$ cat src/rtl/pipeline_ctrl_pkg.sv
// Shared definitions for the pipeline sequencer: default widths and FSM state codes.
package pipeline_ctrl_pkg;

  localparam int unsigned CNT_W_DEF = 32;
  localparam int unsigned REG_W_DEF = 5;

  // Execution FSM state codes, visible on the state port.
  typedef enum logic [1:0] {
    ST_IDLE  = 2'd0,
    ST_RUN   = 2'd1,
    ST_PAUSE = 2'd2,
    ST_DONE  = 2'd3
  } state_e;

endpackage

$ cat src/rtl/pipeline_ctrl_hazard_unit.sv
// Load-use hazard detection and pipeline-control gating (purely combinational).
// Ports:
//   enable                      global latch enable from the sequencer
//   ID_EX_mem_read, ID_EX_rt    load in EX and its destination register
//   IF_ID_rs, IF_ID_rt          source registers of the instruction in ID
//   branch_taken, jump_sel      control-flow change resolved in ID
//   PC_write, IF_ID_write       PC / IF-ID load permissions
//   IF_ID_flush, ID_EX_bubble   IF-ID clear and ID-EX NOP insertion
module hazard_unit
  import pipeline_ctrl_pkg::*;
#(
  parameter int unsigned REG_W = REG_W_DEF
) (
  input  logic             enable,
  input  logic             ID_EX_mem_read,
  input  logic [REG_W-1:0] ID_EX_rt,
  input  logic [REG_W-1:0] IF_ID_rs,
  input  logic [REG_W-1:0] IF_ID_rt,
  input  logic             branch_taken,
  input  logic             jump_sel,
  output logic             PC_write,
  output logic             IF_ID_write,
  output logic             IF_ID_flush,
  output logic             ID_EX_bubble
);

  logic stall;

  // Register 0 is hardwired to zero, so a load to it never creates a dependency.
  assign stall = ID_EX_mem_read && (ID_EX_rt != '0) &&
                 ((ID_EX_rt == IF_ID_rs) || (ID_EX_rt == IF_ID_rt));

  assign PC_write     = enable & ~stall;
  assign IF_ID_write  = ~stall;
  assign ID_EX_bubble = enable & stall;
  // Stall wins over flush: a branch that depends on the load retries next cycle.
  assign IF_ID_flush  = enable & (branch_taken | jump_sel) & ~stall;

endmodule

$ cat src/rtl/pipeline_ctrl.sv
// Central sequencer for the 5-stage pipeline: run/step/pause/done FSM, global
// latch enable, hazard gating and an enabled-cycle counter for the debug unit.
// Ports:
//   clock, reset_n                      clock and synchronous active-low reset
//   dbg_run, dbg_step, dbg_pause        debug command pulses
//   halt_wb                             HALT has reached WB
//   ID_EX_*, IF_ID_rs/rt                hazard operands
//   branch_taken, jump_sel              control-flow change in ID
//   enable                              registered global enable
//   PC_write, IF_ID_write, IF_ID_flush, ID_EX_bubble   pipeline controls
//   state                               FSM state code
//   cycle_count                         saturating count of enabled cycles
module pipeline_ctrl
  import pipeline_ctrl_pkg::*;
#(
  parameter int unsigned CNT_W = CNT_W_DEF,
  parameter int unsigned REG_W = REG_W_DEF
) (
  input  logic             clock,
  input  logic             reset_n,
  input  logic             dbg_run,
  input  logic             dbg_step,
  input  logic             dbg_pause,
  input  logic             halt_wb,
  input  logic             ID_EX_mem_read,
  input  logic [REG_W-1:0] ID_EX_rt,
  input  logic [REG_W-1:0] IF_ID_rs,
  input  logic [REG_W-1:0] IF_ID_rt,
  input  logic             branch_taken,
  input  logic             jump_sel,
  output logic             enable,
  output logic             PC_write,
  output logic             IF_ID_write,
  output logic             IF_ID_flush,
  output logic             ID_EX_bubble,
  output logic [1:0]       state,
  output logic [CNT_W-1:0] cycle_count
);

  state_e           state_q, state_d;
  logic             enable_q, enable_d;
  logic [CNT_W-1:0] cnt_q;

  // State, enable and counter registers.
  always_ff @(posedge clock) begin
    if (!reset_n) begin
      state_q  <= ST_IDLE;
      enable_q <= 1'b0;
      cnt_q    <= '0;
    end else begin
      state_q  <= state_d;
      enable_q <= enable_d;
      if (enable_q && (cnt_q != '1)) begin
        cnt_q <= cnt_q + CNT_W'(1);
      end
    end
  end

  // Next state and next enable. While in PAUSE, enable_q high marks the single
  // step cycle (this is also the pending-step flag after a step from IDLE).
  always_comb begin
    state_d  = state_q;
    enable_d = 1'b0;
    case (state_q)
      ST_IDLE: begin
        if (dbg_pause) begin
          state_d = ST_IDLE;
        end else if (dbg_step) begin
          state_d  = ST_PAUSE;
          enable_d = 1'b1;
        end else if (dbg_run) begin
          state_d  = ST_RUN;
          enable_d = 1'b1;
        end
      end
      ST_RUN: begin
        if (halt_wb) begin
          state_d = ST_DONE;
        end else if (dbg_pause) begin
          state_d = ST_PAUSE;
        end else begin
          enable_d = 1'b1;
        end
      end
      ST_PAUSE: begin
        if (enable_q && halt_wb) begin
          state_d = ST_DONE;
        end else if (dbg_pause) begin
          state_d = ST_PAUSE;
        end else if (dbg_step) begin
          enable_d = 1'b1;
        end else if (dbg_run) begin
          state_d  = ST_RUN;
          enable_d = 1'b1;
        end
      end
      ST_DONE: begin
        state_d = ST_DONE;
      end
      default: begin
        state_d = ST_IDLE;
      end
    endcase
  end

  assign enable      = enable_q;
  assign state       = state_q;
  assign cycle_count = cnt_q;

  hazard_unit #(
    .REG_W(REG_W)
  ) u_hazard (
    .enable         (enable_q),
    .ID_EX_mem_read (ID_EX_mem_read),
    .ID_EX_rt       (ID_EX_rt),
    .IF_ID_rs       (IF_ID_rs),
    .IF_ID_rt       (IF_ID_rt),
    .branch_taken   (branch_taken),
    .jump_sel       (jump_sel),
    .PC_write       (PC_write),
    .IF_ID_write    (IF_ID_write),
    .IF_ID_flush    (IF_ID_flush),
    .ID_EX_bubble   (ID_EX_bubble)
  );

endmodule

$ cat config.mk
export PLATFORM = sky130hd
export DESIGN_NAME = pipeline_ctrl
export DESIGN_NICKNAME = d
export VERILOG_FILES = /design/src/rtl/pipeline_ctrl_pkg.sv /design/src/rtl/pipeline_ctrl_hazard_unit.sv /design/src/rtl/pipeline_ctrl.sv
export SDC_FILE = /design/constraint.sdc
export NUM_CORES = 1
export LEC_CHECK = 0
export ABC_AREA = 1
export ABC_CLOCK_PERIOD_IN_PS = 3270
export BUFFER_PORTS_ARGS = -buffer_cell sky130_fd_sc_hd__buf_2
export CAP_MARGIN = 20
export CORE_MARGIN = 3
export CORE_UTILIZATION = 50
export CTS_CLUSTER_DIAMETER = 40
export DETAILED_ROUTE_END_ITERATION = 10
export MAX_ROUTING_LAYER = met4
export PLACE_DENSITY = 0.82
export SLEW_MARGIN = 30
export SYNTH_ARGS = -nofsm -noshare
export SYNTH_HDL_FRONTEND = slang
export SYNTH_SLANG_ARGS = --single-unit
$ cat constraint.sdc
create_clock -name clock -period 3.27 [get_ports clock]
set_input_delay 0.654 -clock clock [delete_from_list [all_inputs] [get_ports clock]]
set_output_delay 0.654 -clock clock [all_outputs]
set_load 0.05 [all_outputs]
## Yosys cells after proc, flatten, opt, wreduce, memory -nomap -nowiden

Index checks and enable logic that the tools add are counted.

| storage, ports and cells | value |
|---|---|
| flip-flop bits (word level) | 35 |
| bits of input ports | 24 |
| word-level logic and storage cells | 42 |

| cells by class | value |
|---|---|
| $add $sub $neg | 1 |
| eq/ne operators | 8 |
| multiplexer cells | 16 |
| bitwise operators | 6 |
| reductions and logical operators | 8 |

Operator list:

| kind | count |
|---|---|
| $add 32x1->32 const B | 1 |
| $ne 32x32->1 const B | 1 |
| $mux 2 | 8 |
| $eq 5x5->1 | 2 |
| $pmux 2 s4 | 1 |
| $mux 1 | 6 |
| $reduce_bool 5->1 | 1 |
| $and 1x1->1 | 4 |
| $eq 2x2->1 const B | 2 |
| $logic_and 1x1->1 | 4 |
| $ne 4x4->1 const B | 1 |
| $ne 3x3->1 const B | 1 |
| $pmux 1 s3 | 1 |
| $eq 2x1->1 const B | 1 |
| $logic_not 2->1 | 1 |
| $reduce_and 2->1 | 1 |
| $logic_or 1x1->1 | 1 |
| $not 1->1 | 1 |
| $or 1x1->1 | 1 |

## Logic depth before layout (Yosys ltp)

Gate-level depths: netlist of the first run.

| logic depth | value |
|---|---|
| depth in word-level cells | 5 |
| mapped depth | 11 |

## Modules after synthesis

A second synthesis of the first run with hierarchy kept.

| unflattened totals | value |
|---|---|
| cell total of the unflattened synthesis | 434 |
| area total of the unflattened synthesis | 2509.9 µm² |

By module, submodules not included:

| module | times used | cells each | area an instance (µm²) | seq. area each (µm²) |
|---|---|---|---|---|
| pipeline_ctrl | 1 | 379 | 2275.9 | 700.7 |
| hazard_unit | 1 | 55 | 234.0 | 0.0 |

## Worst setup path before layout of the first run

OpenSTA, ideal clock, no wires.

| timing | value |
|---|---|
| path kind | in2out |
| from | input port ID_EX_rt[0] |
| to | output port ID_EX_bubble |
| arrival | 2.205 ns |
| data required time | 2.616 ns |
| setup slack | 0.411 ns |
| cell stages on the path | 6 |
| path buffers | 0 |
| path through | xor2_1 > nor3b_1 > nand3_1 > nand2_1 > nand2_1 > nor2_1 |

| on the way | value |
|---|---|
| longest elaborated chain between the ends | 4 |

Ends and longest elaborated chain:

| element | RTL line | RTL |
|---|---|---|
| start: declaration | pipeline_ctrl.sv:26 | `input logic [REG_W-1:0] ID_EX_rt,` |
| $eq 5x5->1 / $reduce_bool 5->1 (equally long branches) | pipeline_ctrl_hazard_unit.sv:31, pipeline_ctrl_hazard_unit.sv:30 |  |
| $logic_or 1x1->1 / $logic_and 1x1->1 (equally long branches) | pipeline_ctrl_hazard_unit.sv:31, pipeline_ctrl_hazard_unit.sv:30 |  |
| $logic_and 1x1->1 * | pipeline_ctrl_hazard_unit.sv:30 | `assign stall = ID_EX_mem_read && (ID_EX_rt != '0) &&` |
| $and 1x1->1 * | pipeline_ctrl_hazard_unit.sv:35 | `assign ID_EX_bubble = enable & stall;` |
| end: declaration | pipeline_ctrl.sv:35 | `output logic ID_EX_bubble,` |

Every way passes the cells marked *; elsewhere a longest branch is shown, timed or not.

## Worst setup path in the final report of the first run

Same ends and word-level chain as after synthesis.

==> implementation parameters, run 1 <==
Parameter                              Value

Power and ir drop
  Internal ... 0.000663 W
  Switching power total ... 0.000269 W
  PwrDens ... ~310 mW/mm^2
  Gate power share ... 14.0%
  Switching part of the total ... approximately 29%
  Fraction of power consumed by the clock network ... between 30% and 40%
  Sequential fraction of design power ... around 48%
  Leakage power ... between 1 and 1.5 nW
  Largest voltage drop on the vdd net ... roughly 0.21 mV

Clock network
  Maximum level of the CTS H-tree ... 2
  Insertion delay to the later sink of the worst-skew pair ... approximately 300 ps
  Number of gates resized after CTS ... 0
  Total of hold buffers inserted after clock tree synthesis ... 0
  Clock root buffer master ... sky130_fd_sc_hd__clkbuf_8
  Clock transition at the registers of the reported paths ... around 70 ps
  TritonCTS clock tree ... built
  Clock Sink Count ... 35
  Post CTS Setup Buffer Count ... 0
  Maximum clock insertion buffer count ... 2
  Inserted Clock Buffers ... 5

Yosys
  Synth Instances ... 402
  Dominant synthesized flop cell ... sky130_fd_sc_hd__dfxtp_1
  Fraction of post-synthesis cell area in the top cell type by area ... ~27%
  Leading cell type by number of instances after synthesis ... sky130_fd_sc_hd__nand2_1
  Avg Cell Area, Syn ... between 6 and 7 um^2
  Count of state elements after synthesis ... 35
  Part of the Yosys area used for sequential elements ... between 20% and 30%
  Most area-consuming cells after synthesis ... sky130_fd_sc_hd__dfxtp_1, sky130_fd_sc_hd__nand2_1, sky130_fd_sc_hd__nor2_1
  EDFF count, synth ... 0
  Proportion of register bits with asynchronous set or reset after synthesis ... 0%
  Net count of the mapped netlist ... 427
  Distinct cell type count after synthesis ... 29
  Synth Warn # ... 0
  Cell taking the most area after synthesis ... sky130_fd_sc_hd__dfxtp_1
  Most used standard cells in the synthesized netlist ... sky130_fd_sc_hd__nand2_1, sky130_fd_sc_hd__nor2_1, sky130_fd_sc_hd__dfxtp_1
  Synthesized area ... approximately 0.0025 mm^2

Floorplanning
  Total number of placement rows ... 25
  Core Region ... 0.00482 mm^2
  Initial standard-cell utilization of the core ... 52.9%
  Die Ht ... around 77 um
  Horizontal die dimension ... 77.4 um
  Area of the die ... roughly 0.006 mm^2
  Top-Level Pins ... 63

Setup path
  CP max stage cell ... sky130_fd_sc_hd__buf_2
  Stages on worst setup path ... 8
  CP Capture Point ... ID_EX_bubble
  Cell family with most CP delay ... simple AND/OR/NAND/NOR gates
  Critical Path Fanout Max ... 3
  Crit path largest cell delay ... around 270 ps
  Critical path buffers and inverters ... 2
  Critical Path Source Type ... input pin
  Arrival @ worst endpoint ... roughly 1800 ps
  Number of cell instances on the worst register-to-register path ... 10
  Reg2Reg Launch Point ... cycle_count[0]
  Sort of element at the end of the critical path ... output port
  Critical-path cell list ... buf_2, xor2_1, nor3b_1, nand3_1, nand2_1, nand2_1, nor2_1, buf_2
  Register-to-Register Setup Slack ... a little under 1000 ps
  Source of the critical timing path ... ID_EX_rt[0]
  Critical path data required time ... 2620 ps
  Category of the critical setup timing path ... input pin to output port
  Reg2reg end ... cycle_count[2]

Finish
  Number of nets in the finished design ... roughly 490
  Post-route design area ... ~0.0030 mm^2
  Area growth syn-to-layout ... 16.6%
  ANT cells ... 0
  Post-route insts no fill ... between 500 and 600
  Fraction of layout cells with a size suffix above 1 ... 24.4%

Route
  Initial drt markers ... just under 200
  Post-route antenna net violation count ... 0
  Average wire per cell in the routed design ... approximately 12 um
  First drt pass iteration count ... 4
  Via total after detailed routing ... between 2000 and 3000
  Final Routed Wirelength ... 6350 um
  Via density ... 5.00
  Residual DRC count ... 0

STA
  Remaining max-slew budget at the tightest pin ... 66.4%
  Unrepaired setup endpoints after global routing ... no
  Max Clock Freq ... between 400 and 500 MHz
  Final cycle utilization of the critical path ... between 70% and 80%
  Final count of negative-setup-slack endpoints ... 0
  Final period demand of the worst path ... between 2000 and 2500 ps
  Slew of the pin with the lowest slew margin ... ~500 ps
  Setup total negative slack ... 0 ps
  Fin. max-slew vios ... 0
  Final Hold Viols ... 0
  Max Clock Skew ... roughly 7.4 ps

GRT
  Number of global-route vias before repair ... 2395
  Global-route wire length before repair ... about 11000 um
  Initial antenna violation count ... 0
  GRT Residual Overflow ... 0
  Overall fraction of global-route tracks in use ... 22.8%
  Largest net degree at the start of global routing ... 30

Run status
  Outcome ... finished, final reports clean

Placed design
  Instance count after placement with tap cells included ... around 520
  Cell area reported after detailed placement ... about 0.0029 mm^2
  HPWL Detailed ... just under 5000 um
  Number of port buffers ... 62
  RePlAce Congestion ... roughly 0.97

Worst hold path
  Worst hold path class ... flip-flop to flip-flop

Flow run
  Max-cap viol count ... 0
## worst min-delay path by stage
stage | start | endpoint | slack [ps] | cells after the start
4_1_cts | cycle_count[1] | cycle_count[1] | 520 | 2
3_3_place_gp | cycle_count[30] | cycle_count[30] | 490 | 2
6_report | cycle_count[1] | cycle_count[1] | 520 | 2
5_1_grt | cycle_count[1] | cycle_count[1] | 550 | 2
2_1_floorplan | cycle_count[30] | cycle_count[30] | 720 | 2
3_5_place_dp | cycle_count[1] | cycle_count[1] | 510 | 2
## per-stage QoR
stage	worst slack (ps)	util (%)	power, W	hold slack (ps)
2_1_floorplan	411	-	0.000555	716
5_1_grt	736	61.7	0.000972	545
3_5_place_dp	834	59.6	0.000584	513
3_3_place_gp	940	59.6	0.000581	494
6_report	834	61.7	0.000932	520
4_1_cts	833	61.7	0.000937	525
## power by group through the flow
stage	clock [W]	sequential, W	combinational, W
after detailed placement	0	0.000453	0.000131
after global placement	0	0.000453	0.000128
after global routing	0.000383	0.000445	0.000144
after CTS	0.000362	0.000444	0.000131
after floorplan	0	0.000470	0.0000853
final	0.000358	0.000444	0.000131
## worst min-delay path, stage by stage (launching register included)
cell	delay (ps)
sky130_fd_sc_hd__dfxtp_1	340
sky130_fd_sc_hd__nand2_1	90
sky130_fd_sc_hd__a21oi_2	50
## layer usage
metal | GRT usage, % | vias up | routed length, um
li1 | - | 1387 | -
met1 | 27.3 | 1182 | 2850
met2 | 38.0 | 78 | 3100
met3 | 3.83 | 8 | 315
met4 | 9.07 | 0 | 80
met5 | - | - | 0
## flip-flops by register name, indices dropped and copies added (netlist names)
| register | flops |
|---|---|
| enable | 1 |
| cycle_count | 32 |
| state | 2 |
## layout make-up
| class | count | area [um^2] |
|---|---|---|
| clock inverter | 1 | 7.51 |
| multi-input combinational | 321 | 1630 |
| inverter | 37 | 139 |
| sequential | 35 | 701 |
| fill | 486 | 1840 |
| clock buffer | 7 | 96.3 |
| timing repair buffer | 63 | 318 |
| tap | 67 | 83.8 |
## layout by cell type (no fill, tap or decap)
master,instances
sky130_fd_sc_hd__nor2_2,2
sky130_fd_sc_hd__nor3_1,1
sky130_fd_sc_hd__a21oi_1,10
sky130_fd_sc_hd__inv_2,2
sky130_fd_sc_hd__o21ai_0,7
sky130_fd_sc_hd__a21oi_2,20
sky130_fd_sc_hd__nand3_1,20
sky130_fd_sc_hd__xor2_1,13
sky130_fd_sc_hd__clkbuf_8,7
sky130_fd_sc_hd__clkinv_1,1
sky130_fd_sc_hd__nor2_8,1
sky130_fd_sc_hd__clkinvlp_4,1
sky130_fd_sc_hd__nand3b_1,1
sky130_fd_sc_hd__nand2_1,132
sky130_fd_sc_hd__nor3b_1,2
sky130_fd_sc_hd__or2_2,1
sky130_fd_sc_hd__nand2_4,3
sky130_fd_sc_hd__nand4_1,11
sky130_fd_sc_hd__nor2_1,70
sky130_fd_sc_hd__inv_1,34
sky130_fd_sc_hd__dfxtp_1,35
sky130_fd_sc_hd__nand2_2,9
sky130_fd_sc_hd__o2111ai_1,1
sky130_fd_sc_hd__nor2_4,4
sky130_fd_sc_hd__buf_2,62
sky130_fd_sc_hd__buf_4,1
sky130_fd_sc_hd__xnor2_1,11
sky130_fd_sc_hd__o211ai_1,1
sky130_fd_sc_hd__ha_1,1
## cells by family (layout without fill, tap and decap cells)
logic type                 Yosys count  count (layout)  share of synthesized area [%]
DFF                                 35              35                           27.5
adders and majority gates            1               1                          0.491
AOI/OAI and AO/OA                   39              39                           10.8
buffers and inverters               46             108                           8.64
and+or+nand+nor                    257             257                           44.3
xor gates and xnor gates            24              24                           8.25
(Power assumes the default switching activity.)
==> run 2: changes to the inputs <==
--- a/config.mk
+++ b/config.mk
@@ -5,8 +5,8 @@
 export SDC_FILE = /design/constraint.sdc
 export NUM_CORES = 1
 export LEC_CHECK = 0
-export ABC_AREA = 1
-export ABC_CLOCK_PERIOD_IN_PS = 3270
+export ABC_AREA = 0
+export ABC_CLOCK_PERIOD_IN_PS = 2400
 export BUFFER_PORTS_ARGS = -buffer_cell sky130_fd_sc_hd__buf_2
 export CAP_MARGIN = 20
 export CORE_MARGIN = 3
@@ -14,7 +14,7 @@
 export CTS_CLUSTER_DIAMETER = 40
 export DETAILED_ROUTE_END_ITERATION = 10
 export MAX_ROUTING_LAYER = met4
-export PLACE_DENSITY = 0.82
+export PLACE_DENSITY = 0.85
 export SLEW_MARGIN = 30
 export SYNTH_ARGS = -nofsm -noshare
 export SYNTH_HDL_FRONTEND = slang
==> constraint.sdc (replaced) <==
create_clock -name clock -period 2.4 [get_ports clock]
set_input_delay 0.48 -clock clock [delete_from_list [all_inputs] [get_ports clock]]
set_output_delay 0.48 -clock clock [all_outputs]
set_load 0.05 [all_outputs]
==> implementation parameters, run 2 <==
Parameter                              Value

STA
  Max Clock Skew ... 5.30 ps (was 7.36 ps)
  Final cycle utilization of the critical path ... between 90% and 100%
  Max Clock Freq ... between 400 and 500 MHz
  Slew of the pin with the lowest slew margin ... 583 ps (was 503 ps)
  Final period demand of the worst path ... ~2300 ps
  Final Hold Viols ... 0 (unchanged)
  Final count of negative-setup-slack endpoints ... 0 (unchanged)
  Remaining max-slew budget at the tightest pin ... 61.1% (was 66.4%)
  Fin. max-slew vios ... 0 (unchanged)
  Unrepaired setup endpoints after global routing ... no (unchanged)

Setup path
  Category of the critical setup timing path ... input pin to output port (unchanged)
  Critical Path Fanout Max ... 4 (was 3)
  Critical Path Source Type ... input pin (unchanged)
  CP max stage cell ... sky130_fd_sc_hd__or4_1 (was sky130_fd_sc_hd__buf_2)
  Arrival @ worst endpoint ... 1870 ps (was 1780 ps)
  Cell family with most CP delay ... simple AND/OR/NAND/NOR gates (unchanged)
  Critical path buffers and inverters ... 2 (unchanged)
  Sort of element at the end of the critical path ... output port (unchanged)
  Crit-path most repeated cell ... sky130_fd_sc_hd__buf_2
  Critical-path cell list ... buf_2, or4_1, o21ai_0, a21oi_1, nor3b_2, buf_2 (was buf_2, xor2_1, nor3b_1, nand3_1, nand2_1, nand2_1, nor2_1, buf_2)
  Crit path largest cell delay ... 530 ps (was 270 ps)
  Critical path data required time ... 1920 ps (was 2620 ps)

Yosys
  Synthesized area ... 0.00198 mm^2 (was 0.00255 mm^2)
  EDFF count, synth ... 0 (unchanged)
  Dominant synthesized flop cell ... sky130_fd_sc_hd__dfxtp_1 (unchanged)
  Leading cell type by number of instances after synthesis ... sky130_fd_sc_hd__dfxtp_1 (was sky130_fd_sc_hd__nand2_1)
  Fraction of post-synthesis cell area in the top cell type by area ... 35.4% (was 27.5%)
  Most area-consuming cells after synthesis ... sky130_fd_sc_hd__dfxtp_1, sky130_fd_sc_hd__xor2_1, sky130_fd_sc_hd__xnor2_1 (was sky130_fd_sc_hd__dfxtp_1, sky130_fd_sc_hd__nand2_1, sky130_fd_sc_hd__nor2_1)
  Most used standard cells in the synthesized netlist ... sky130_fd_sc_hd__dfxtp_1, sky130_fd_sc_hd__nand2_1, sky130_fd_sc_hd__xor2_1 (was sky130_fd_sc_hd__nand2_1, sky130_fd_sc_hd__nor2_1, sky130_fd_sc_hd__dfxtp_1)
  Synth Instances ... 236 (was 402)
  Distinct cell type count after synthesis ... 42 (was 29)
  Synth Warn # ... 0 (unchanged)
  Count of state elements after synthesis ... 35 (unchanged)
  Net count of the mapped netlist ... 261 (was 427)
  Proportion of register bits with asynchronous set or reset after synthesis ... 0% (unchanged)
  Cell taking the most area after synthesis ... sky130_fd_sc_hd__dfxtp_1 (unchanged)
  Part of the Yosys area used for sequential elements ... 35.4% (was 27.5%)
  Avg Cell Area, Syn ... 8.38 um^2 (was 6.34 um^2)

Power and ir drop
  Largest voltage drop on the vdd net ... 0.237 mV (was 0.210 mV)
  Gate power share ... 12.0% (was 14.0%)
  Switching power total ... 0.000294 W (was 0.000269 W)
  Fraction of power consumed by the clock network ... 35.4% (was 38.4%)
  Internal ... 0.000843 W (was 0.000663 W)
  Tot Pwr ... 0.00114 W (was 0.000932 W)
  PwrDens ... 459 mW/mm^2 (was 313 mW/mm^2)
  Sequential fraction of design power ... 52.6% (was 47.6%)
  Leakage power ... 1.11 nW (was 1.27 nW)
  Switching part of the total ... 25.9% (was 28.9%)

GRT
  Largest net degree at the start of global routing ... 21 (was 30)
  Number of global-route vias before repair ... 1726 (was 2395)
  GRT Residual Overflow ... 0 (unchanged)
  Overall fraction of global-route tracks in use ... 21.4% (was 22.8%)
  Global-route wire length before repair ... 7580 um (was 10700 um)
  Initial antenna violation count ... 0 (unchanged)

Clock network
  TritonCTS clock tree ... built (unchanged)
  Maximum level of the CTS H-tree ... 2 (unchanged)
  Total of hold buffers inserted after clock tree synthesis ... 0 (unchanged)
  Clock root buffer master ... sky130_fd_sc_hd__clkbuf_8 (unchanged)
  Number of gates resized after CTS ... 0 (unchanged)
  Insertion delay to the later sink of the worst-skew pair ... 280 ps (was 300 ps)
  Post CTS Setup Buffer Count ... 0 (unchanged)
  Clock transition at the registers of the reported paths ... 60 ps (was 70 ps)
  Maximum clock insertion buffer count ... 2 (unchanged)
  Clock Sink Count ... 35 (unchanged)
  Inserted Clock Buffers ... 5 (unchanged)

Finish
  Leading cell types in the layout, fill and taps excluded ... sky130_fd_sc_hd__buf_2, sky130_fd_sc_hd__dfxtp_1, sky130_fd_sc_hd__nand2_1, sky130_fd_sc_hd__xor2_1 (was sky130_fd_sc_hd__nand2_1, sky130_fd_sc_hd__nor2_1, sky130_fd_sc_hd__buf_2, sky130_fd_sc_hd__dfxtp_1, sky130_fd_sc_hd__inv_1)
  Most common cell after layout, fill and taps aside ... sky130_fd_sc_hd__buf_2 (was sky130_fd_sc_hd__nand2_1)
  Fill count ... 331 (was 486)
  Post-route design area ... 0.00248 mm^2 (was 0.00297 mm^2)
  ANT cells ... 0 (unchanged)
  Multi-input gate area in the final layout ... 0.00123 mm^2 (was 0.00163 mm^2)
  Reg area ... 709 um^2 (was 701 um^2)
  Max reg flops ... 32 (unchanged)
  Number of nets in the finished design ... 331 (was 488)
  Fraction of layout cells with a size suffix above 1 ... 29.0% (was 24.4%)
  Area growth syn-to-layout ... 25.2% (was 16.6%)

Floorplanning
  Total number of placement rows ... 22 (was 25)
  Horizontal die dimension ... 68.9 um (was 77.4 um)
  Top-Level Pins ... 63 (unchanged)
  Die Ht ... 68.9 um (was 77.4 um)
  Initial standard-cell utilization of the core ... 52.8% (was 52.9%)
  Area of the die ... 0.00475 mm^2 (was 0.00599 mm^2)
  Core Region ... 0.00374 mm^2 (was 0.00482 mm^2)

Route
  Via density ... 5.55 (was 5.00)
  Average wire per cell in the routed design ... 13.2 um (was 12.0 um)
  Initial drt markers ... 102 (was 193)
  Residual DRC count ... 0 (unchanged)
  Post-route antenna net violation count ... 0 (unchanged)
  Via total after detailed routing ... 1972 (was 2655)
  First drt pass iteration count ... 4 (unchanged)
  Final Routed Wirelength ... 4690 um (was 6350 um)

Placed design
  Number of port buffers ... 62 (unchanged)
  HPWL Detailed ... 3460 um (was 4850 um)
  Cell area reported after detailed placement ... 0.00239 mm^2 (was 0.00287 mm^2)
  RePlAce Congestion ... 0.797 (was 0.968)

Run status
  Outcome ... finished, final reports clean (unchanged)

Worst hold path
  Worst hold path class ... flip-flop to flip-flop (unchanged)

Flow run
  Max-cap viol count ... 0 (unchanged)
[run 2: changes by cell type in the layout (fill, tap and decap cells not counted), moves of 8 or more]
cell                       delta
sky130_fd_sc_hd__a21oi_2     -20
sky130_fd_sc_hd__and2_1      +12
sky130_fd_sc_hd__inv_1       -28
sky130_fd_sc_hd__mux2i_1      +8
sky130_fd_sc_hd__nand2_1    -110
sky130_fd_sc_hd__nand2_2      -9
sky130_fd_sc_hd__nand2b_1     +8
sky130_fd_sc_hd__nor2_1      -57
[run 2: tightest hold or removal path, delay by kind of cell (launching register included)]
family,cells,cell delay [ps]
mux,1,60
simple gates,1,60
flops,1,330
[run 2: per-layer routing]
metal	routed length, um	global-route usage (%)
met1	2120	26.5
met5	0	-
met4	21	4.14
met2	2400	35.2
met3	151	5.51
[run 2: through the flow]
step	hold WS (ps)	setup TNS (ps)	util [%]	setup slack, ps	std cells
after CTS	498	0	66.1	65.2	355
after floorplan	642	-7.29	-	-7.29	236
after global placement	468	0	64.0	121	347
after global routing	521	0	66.1	15.6	355
final	493	0	66.1	52.6	355
after detailed placement	482	0	64.0	69.6	347
[run 2: path summary, 6_finish.rpt]
check | start | to | slack (ps) | cells past startpoint
min reg2reg | cycle_count[4] | cycle_count[4] | 490 | 2
min | cycle_count[4] | cycle_count[4] | 490 | 2
max | ID_EX_rt[0] | IF_ID_flush | 50 | 6
max reg2reg | cycle_count[0] | cycle_count[28] | 200 | 6
[run 2: power by group through the flow]
stage	combinational, W	clock, W	sequential [W]
after floorplan	0.0000645	0	0.000634
after global placement	0.000133	0	0.000610
after detailed placement	0.000136	0	0.000610
after CTS	0.000137	0.000413	0.000597
after global routing	0.000148	0.000440	0.000598
final	0.000136	0.000403	0.000597
[run 2: final cells by class]
class                   instances  area share, %
multi-input cells             187           49.6
inverters                       7           1.06
repair buffers                 70           15.0
clock buffers                   7           3.08
well taps                      48           2.43
clock inverters                 1          0.202
flip-flops and latches         35           28.7
[run 2: logic make-up after synthesis]
logic type	synth area share [%]
and+or+nand+nor	33.1
AOI/OAI and AO/OA	13.0
DFF	35.4
xor gates and xnor gates	11.1
buffers and inverters	2.72
muxes	4.05
adders and majority gates	0.632
